===== src/rtl/lin_rom_inverse_search.sv =====
// Reverse lookup over the linearisation ROM: sweeps every address, compares masked data
// against a key, and returns the lowest matching address, a hit flag and the match count.
module lin_rom_inverse_search #(
    parameter int ADDR_W = 7,
    parameter int DATA_W = 36
) (
    input  logic              clk,
    input  logic              rst_n,
    input  logic              req_valid,
    output logic              req_ready,
    input  logic [DATA_W-1:0] req_key,
    input  logic [DATA_W-1:0] req_mask,
    output logic              rom_en,
    output logic [ADDR_W-1:0] rom_addr,
    input  logic [DATA_W-1:0] rom_data,
    output logic              rsp_valid,
    input  logic              rsp_ready,
    output logic              rsp_hit,
    output logic [ADDR_W-1:0] rsp_addr,
    output logic [ADDR_W:0]   rsp_count,
    output logic [1:0]        dbg_state
);

    // Both channels are valid/ready: a transfer happens on a rising edge where valid and
    // ready are both high; the responder holds rsp_* stable until that edge.
    typedef enum logic [1:0] {IDLE, SCAN, DRAIN, RESP} state_t;

    localparam logic [ADDR_W-1:0] LAST_ADDR = '1;

    state_t state, state_n;

    logic [DATA_W-1:0] key_q, mask_q;
    logic              stage_valid, stage_m;
    logic [ADDR_W-1:0] stage_tag;
    logic              acc_hit, acc_hit_n;
    logic [ADDR_W-1:0] acc_addr, acc_addr_n;
    logic [ADDR_W:0]   acc_count, acc_count_n;
    logic              accept;
    logic              match;

    assign accept    = (state == IDLE) && req_valid;
    assign match     = ((rom_data ^ key_q) & mask_q) == '0;
    assign dbg_state = state;

    always_ff @(posedge clk or negedge rst_n) begin
        if (!rst_n) state <= IDLE;
        else        state <= state_n;
    end

    always_comb begin
        state_n   = state;
        req_ready = 1'b0;
        rsp_valid = 1'b0;
        case (state)
            IDLE: begin
                req_ready = 1'b1;
                if (req_valid) state_n = SCAN;
            end
            SCAN:  if (rom_addr == LAST_ADDR) state_n = DRAIN;
            DRAIN: state_n = RESP;
            RESP: begin
                rsp_valid = 1'b1;
                if (rsp_ready) state_n = IDLE;
            end
            default: state_n = IDLE;
        endcase
    end

    // Accumulator next values; DRAIN loads the response from these so the last entry counts.
    always_comb begin
        acc_hit_n   = acc_hit;
        acc_addr_n  = acc_addr;
        acc_count_n = acc_count;
        if (stage_valid && stage_m) begin
            acc_count_n = acc_count + (ADDR_W+1)'(1);
            if (!acc_hit) begin
                acc_hit_n  = 1'b1;
                acc_addr_n = stage_tag;
            end
        end
    end

    always_ff @(posedge clk or negedge rst_n) begin
        if (!rst_n) begin
            key_q       <= '0;
            mask_q      <= '0;
            rom_en      <= 1'b0;
            rom_addr    <= '0;
            stage_valid <= 1'b0;
            stage_m     <= 1'b0;
            stage_tag   <= '0;
            acc_hit     <= 1'b0;
            acc_addr    <= '0;
            acc_count   <= '0;
            rsp_hit     <= 1'b0;
            rsp_addr    <= '0;
            rsp_count   <= '0;
        end else begin
            case (state)
                IDLE: begin
                    stage_valid <= 1'b0;
                    if (accept) begin
                        key_q     <= req_key;
                        mask_q    <= req_mask;
                        acc_hit   <= 1'b0;
                        acc_addr  <= '0;
                        acc_count <= '0;
                        rom_addr  <= '0;
                        rom_en    <= 1'b1;
                    end
                end
                SCAN: begin
                    stage_valid <= 1'b1;
                    stage_m     <= match;
                    stage_tag   <= rom_addr;
                    acc_hit     <= acc_hit_n;
                    acc_addr    <= acc_addr_n;
                    acc_count   <= acc_count_n;
                    if (rom_addr == LAST_ADDR) rom_en <= 1'b0;
                    else                       rom_addr <= rom_addr + ADDR_W'(1);
                end
                DRAIN: begin
                    stage_valid <= 1'b0;
                    acc_hit     <= acc_hit_n;
                    acc_addr    <= acc_addr_n;
                    acc_count   <= acc_count_n;
                    rsp_hit     <= acc_hit_n;
                    rsp_addr    <= acc_addr_n;
                    rsp_count   <= acc_count_n;
                end
                default: stage_valid <= 1'b0;
            endcase
        end
    end

endmodule


===== config.mk =====
export PLATFORM = sky130hd
export DESIGN_NAME = lin_rom_inverse_search
export DESIGN_NICKNAME = d
export VERILOG_FILES = /design/src/rtl/lin_rom_inverse_search.sv
export SDC_FILE = /design/constraint.sdc
export NUM_CORES = 1
export LEC_CHECK = 0
export CAP_MARGIN = 10
export CELL_PAD_IN_SITES_DETAIL_PLACEMENT = 0
export CELL_PAD_IN_SITES_GLOBAL_PLACEMENT = 1
export CORE_MARGIN = 1
export CORE_UTILIZATION = 39
export DETAILED_ROUTE_END_ITERATION = 6
export GPL_ROUTABILITY_DRIVEN = 0
export PLACE_DENSITY = 0.77
export SYNTH_ARGS = -nofsm -noshare
export SYNTH_HDL_FRONTEND = slang
export SYNTH_SLANG_ARGS = --single-unit

===== constraint.sdc =====
create_clock -name clk -period 2.5 [get_ports clk]
set_clock_uncertainty 0.05 [all_clocks]
set_input_delay 0.375 -clock clk [delete_from_list [all_inputs] [get_ports clk]]
set_output_delay 0.375 -clock clk [all_outputs]
set_load 0.02 [all_outputs]

-- Word-level counts from Yosys, hierarchy flattened
Index checks and enable logic that the tools add are counted.
- add/subtract/negate cells: 2
- multiply operators: 0
- div/mod/pow operators: 0
- magnitude comparators: 0
- equality and inequality tests: 9
- shift operators: 0
- muxes and demuxes: 22
- bitwise operators: 2
- reduce and logical (&&, ||, !) cells: 12
- operators with widths (cell ; count):
    $and 36x36->36 ; 1
    $logic_not 36->1 ; 1
    $xor 36x36->36 ; 1
    $mux 7 ; 4
    $pmux 7 s2 ; 2
    $mux 8 ; 2
    $pmux 8 s2 ; 1
    $ne 2x2->1 const B ; 5
    $reduce_and 3->1 ; 3
    $add 8x1->8 const B ; 1
    $pmux 2 s4 ; 1
    $add 7x1->7 const B ; 1
    $eq 7x7->1 const B ; 1
    $mux 1 ; 7
    $mux 2 ; 3
    $eq 2x2->1 const B ; 2
    $pmux 1 s2 ; 2
    $reduce_and 2->1 ; 2
    $reduce_bool 2->1 ; 2
    $eq 2x1->1 const B ; 1
    $logic_and 1x1->1 ; 2
    $logic_not 2->1 ; 1
    $reduce_or 2->1 ; 1
- register bits after elaboration: 123
- latch bits: 0
- memory bits (writable): 0
- bits in read-only memories: 0
- memories: 0

-- Longest topological paths before layout
- depth after elaboration: 4
- gate-level depth with buffers: 9

-- Worst setup path after synthesis
OpenSTA, ideal clock, no wires.
- kind: register to register
- start point: reg state[0] (netlist: dbg_state[0])
- end point: reg acc_count[0]
- setup time: 0.121 ns
- data arrival time: 1.918 ns
- required time: 2.329 ns
- path slack: 0.411 ns
- cell stages (with the launch flop): 9
- path buffers: 2
- clock period less this slack: 2.089 ns
- cell sequence: dfrtp_1 > inv_1 > ha_1 > buf_4 > nor2b_1 > buf_2 > nor2_1 > mux2_2 > a22o_1
- cells in the longest elaborated chain, start to end: 4
- elaborated cells between the ends (all ways): 9
- those cells by class: 3 x eq/ne; 1 x mux; 5 x reduce/logical
- RTL lines (item ; RTL line ; source):
    start: declaration ; 30 ; state_t state, state_n;
    start signal: assignment ; 47 ; else state <= state_n;
    $eq 2x1->1, or another cell as far along ; 99 ; case (state)
    $reduce_or 2->1 (no line) or $logic_and 1x1->1 (tied branches) ; - ;
    $reduce_bool 2->1 (no line) or $ne 2x2->1 (tied branches) ; - ;
    $reduce_and 2->1 (no line) ; - ;
    end signal: assignment ; 118 ; acc_count <= acc_count_n;
    end signal: assignment ; 126 ; acc_count <= acc_count_n;
    end: declaration ; 37 ; logic [ADDR_W:0] acc_count, acc_count_n;
Several ways; a longest one is shown, not always the timed one.
A chain may end at the register's enable or synchronous reset.

-- Worst setup path in the final report
- start point: reg state[0] (netlist: dbg_state[0])
- end point: out req_ready
- cells in the longest elaborated chain, start to end: 2
- RTL lines (item ; RTL line ; source):
    $logic_not 2->1 ; 54 ; case (state)
    $mux 1 ; 54 ;
    end: declaration ; 10 ; output logic req_ready,
No other way between the ends.

==> results_dict.tcl <==
set metrics [dict create \
    status "finished clean" \
    cell_internal_pwr_uw 3900 \
    die_w_um 122 \
    setup_viol 0 \
    grt_overflow 0 \
    drive_above_1_share_pct 21.2 \
    power_density_mw_per_mm2 607 \
    met3_usage_pct 7.87 \
    synthCells 449 \
    p_leak_uw 0.00381 \
    wirelength_mm 12.2 \
    cts_setup_buffers 0 \
    max_freq_ghz 0.429 \
    syn_avg_cell_area_um2 12.5 \
    rsz0062_at_grt "false" \
    combPwrFrac_pct 5.2 \
    r2r-end "acc_count[6]" \
    rr_worst_depth 6 \
    grt_pass1_wl_mm 20.4 \
    core.rowCount 43 \
    wl_per_cell_um 15.4 \
    min_period_ns 2.33 \
    die_height_um 122 \
    p_sw_share_pct 18.8 \
    core_area_mm2 0.0139 \
    r2r_slack_ns 0.51 \
    ctsRootBufferMaster "clkbuf_16" \
    setup_tns_ns 0 \
    cts_tree "built" \
    hold_viol 0 \
    slew_viol_final 0 \
    ant_nets 0 \
    critPathMaxFanout 10 \
    fin_area_mm2 0.00791 \
    vias 3949 \
    netlist_area_mm2 0.00560 \
    place_hpwl_mm 9.10 \
    floorplan.initialDensity_pct 40.2 \
    grt_pass1_vias 4112 \
    grt.busiest_layer "met2" \
    drt_iter0_drc 165 \
    worstPathCellList "inv_1 > ha_1 > buf_4 > clkdlybuf4s50_1" \
    use_met1_pct 21.7 \
    ys_seq_area_share_pct 54.9 \
    p_switching_uw 903 \
    p_clk_share_pct 53.3 \
    gr-usage-met2_pct 28.6 \
    ir_worst_vdd_uv 379 \
    maxCapViolCount 0 \
    fin_crit_sh_pct 93.3 \
    clkTransAtPathRegs_ns 0.05 \
    worstSetupStartpointType "flip-flop" \
    crit_required_ns 2.08 \
    final_common_cell "clkdlybuf4s50_1" \
    clock_latency_ns 0.41 \
    seq_power_share_pct 41.5 \
    arrival_ns 1.91 \
    synth_flop_cell "dfrtp_1" \
    first_pass_iters 4 \
    instances_no_fill 793 \
    ctsResizeCount 0 \
    clock_path_buffers 2 \
    worstSetupPathType "reg -> out" \
    areaGrowthSynthToFinish_pct 41.2 \
    critPathMaxStageDelay_ns 0.62 \
    finalPower_uw 4800 \
    portBuffers 139 \
    critPathBufInv 3 \
    hold_buffers 1 \
    synth_seq_cells 123 \
    fp.dieArea_mm2 0.0148 \
    min_path_type "in -> async" \
    cp.depth 4 \
    critPathCapture "req_ready" \
    nets 719 \
    hold_slack_ns 0.426 \
    critPathTopFamily "buffers and inverters" \
    ys_async_sr_fraction_pct 100 \
    synth_nets 567 \
    cts_inserted_buffers 17 \
    dp.cells 761 \
    worst_slew_pin_slew_ns 0.561 \
    startpoint "dbg_state[0]" \
    worstReg2RegStart "acc_count[0]" \
    cts.sinks 123 \
    cp-end-kind "output pin" \
    antenna_found_initial 0 \
    mostFrequentLayoutCells "clkdlybuf4s50_1 (138), dfrtp_1 (123), mux2_2 (82)" \
    ioPinCount 140 \
    synth_edf_count 0 \
    grt_use_total_pct 18.3 \
    drc 0 \
    slowest_stage "clkdlybuf4s50_1" \
    htreeDepth 4 \
    viasPerCell 4.98 \
    grt_max_degree 52 \
    placement.cell_area_mm2 0.00728 \
    yosys_warnings 0 \
    slew_headroom_pct 62.6 \
    diodes 0 \
    synth_cell_types 36 \
]
area by class of cell:
class,instances,area (um^2)
fill,1183,6020
sequential,123,3080
multi-input combinational,299,2410
timing repair buffer,155,1560
clock buffer,23,478
tap,180,225
clock inverter,8,140
inverter,5,18.8
per-layer routing:
layer	wire (um)	part of all wire, %
met3	1050	8.6
met2	5840	48
met4	180	1.5
met1	5150	42
met5	0	0
power groups by stage:
stage,Clock [uW],Combinational (uW),Sequential (uW)
2_1_floorplan,0,19.9,2030
3_3_place_gp,0,251,2030
3_5_place_dp,0,253,2030
4_1_cts,2630,256,1990
5_1_grt,2720,272,1990
6_report,2560,249,1990
through the flow:
| step | util (%) | worst slack [ns] |
|---|---|---|
| 2_1_floorplan | - | 0.411 |
| 3_3_place_gp | 52.3 | 0.353 |
| 3_5_place_dp | 52.3 | 0.345 |
| 4_1_cts | 56.8 | 0.133 |
| 5_1_grt | 56.8 | 0.0618 |
| 6_report | 56.8 | 0.167 |
cells in the mapped netlist (5+ instances only):
cell | count | area share [%]
o21ai_0 | 6 | 0.54
a221oi_1 | 7 | 1.1
dfrtp_1 | 123 | 55
clkbuf_1 | 8 | 0.54
a31oi_1 | 7 | 0.78
nor2_1 | 35 | 2.3
inv_1 | 5 | 0.34
mux2_2 | 82 | 16
nand2_1 | 24 | 1.6
a22o_1 | 27 | 4.2
xor2_1 | 43 | 6.7
nand4_1 | 7 | 0.78
ha_1 | 6 | 1.3
buf_2 | 13 | 1.2
a21oi_1 | 15 | 1.3
worst min-delay path by stage:
stage / endpoint / depth (start not counted) / start / slack, ns
6_report: rsp_count[4] / 2 / rst_n / 0.43
2_1_floorplan: acc_addr[0] / 0 / rst_n / 0.03
3_5_place_dp: rsp_count[3] / 1 / rst_n / 0.33
5_1_grt: rsp_count[2] / 2 / rst_n / 0.46
3_3_place_gp: rsp_count[3] / 1 / rst_n / 0.33
4_1_cts: rsp_count[4] / 2 / rst_n / 0.44
cell families after synthesis:
family,Yosys count,share of synthesized area (%)
AOI/OAI and AO/OA,72,9.92
xor gates and xnor gates,46,7.19
adders and majority gates,6,1.34
buffers and inverters,27,2.17
DFF,123,54.9
muxes,86,17.2
and+or+nand+nor,89,7.24
flip-flops by register name (all words and copies together), names as in the netlist, 2 cells and up:
signal     count
rsp_addr       7
stage_tag      7
key_q         36
acc_count      8
rsp_count      8
mask_q        36
rom_addr       7
acc_addr       7
dbg_state      2
Power figures use the tool's default switching activity.
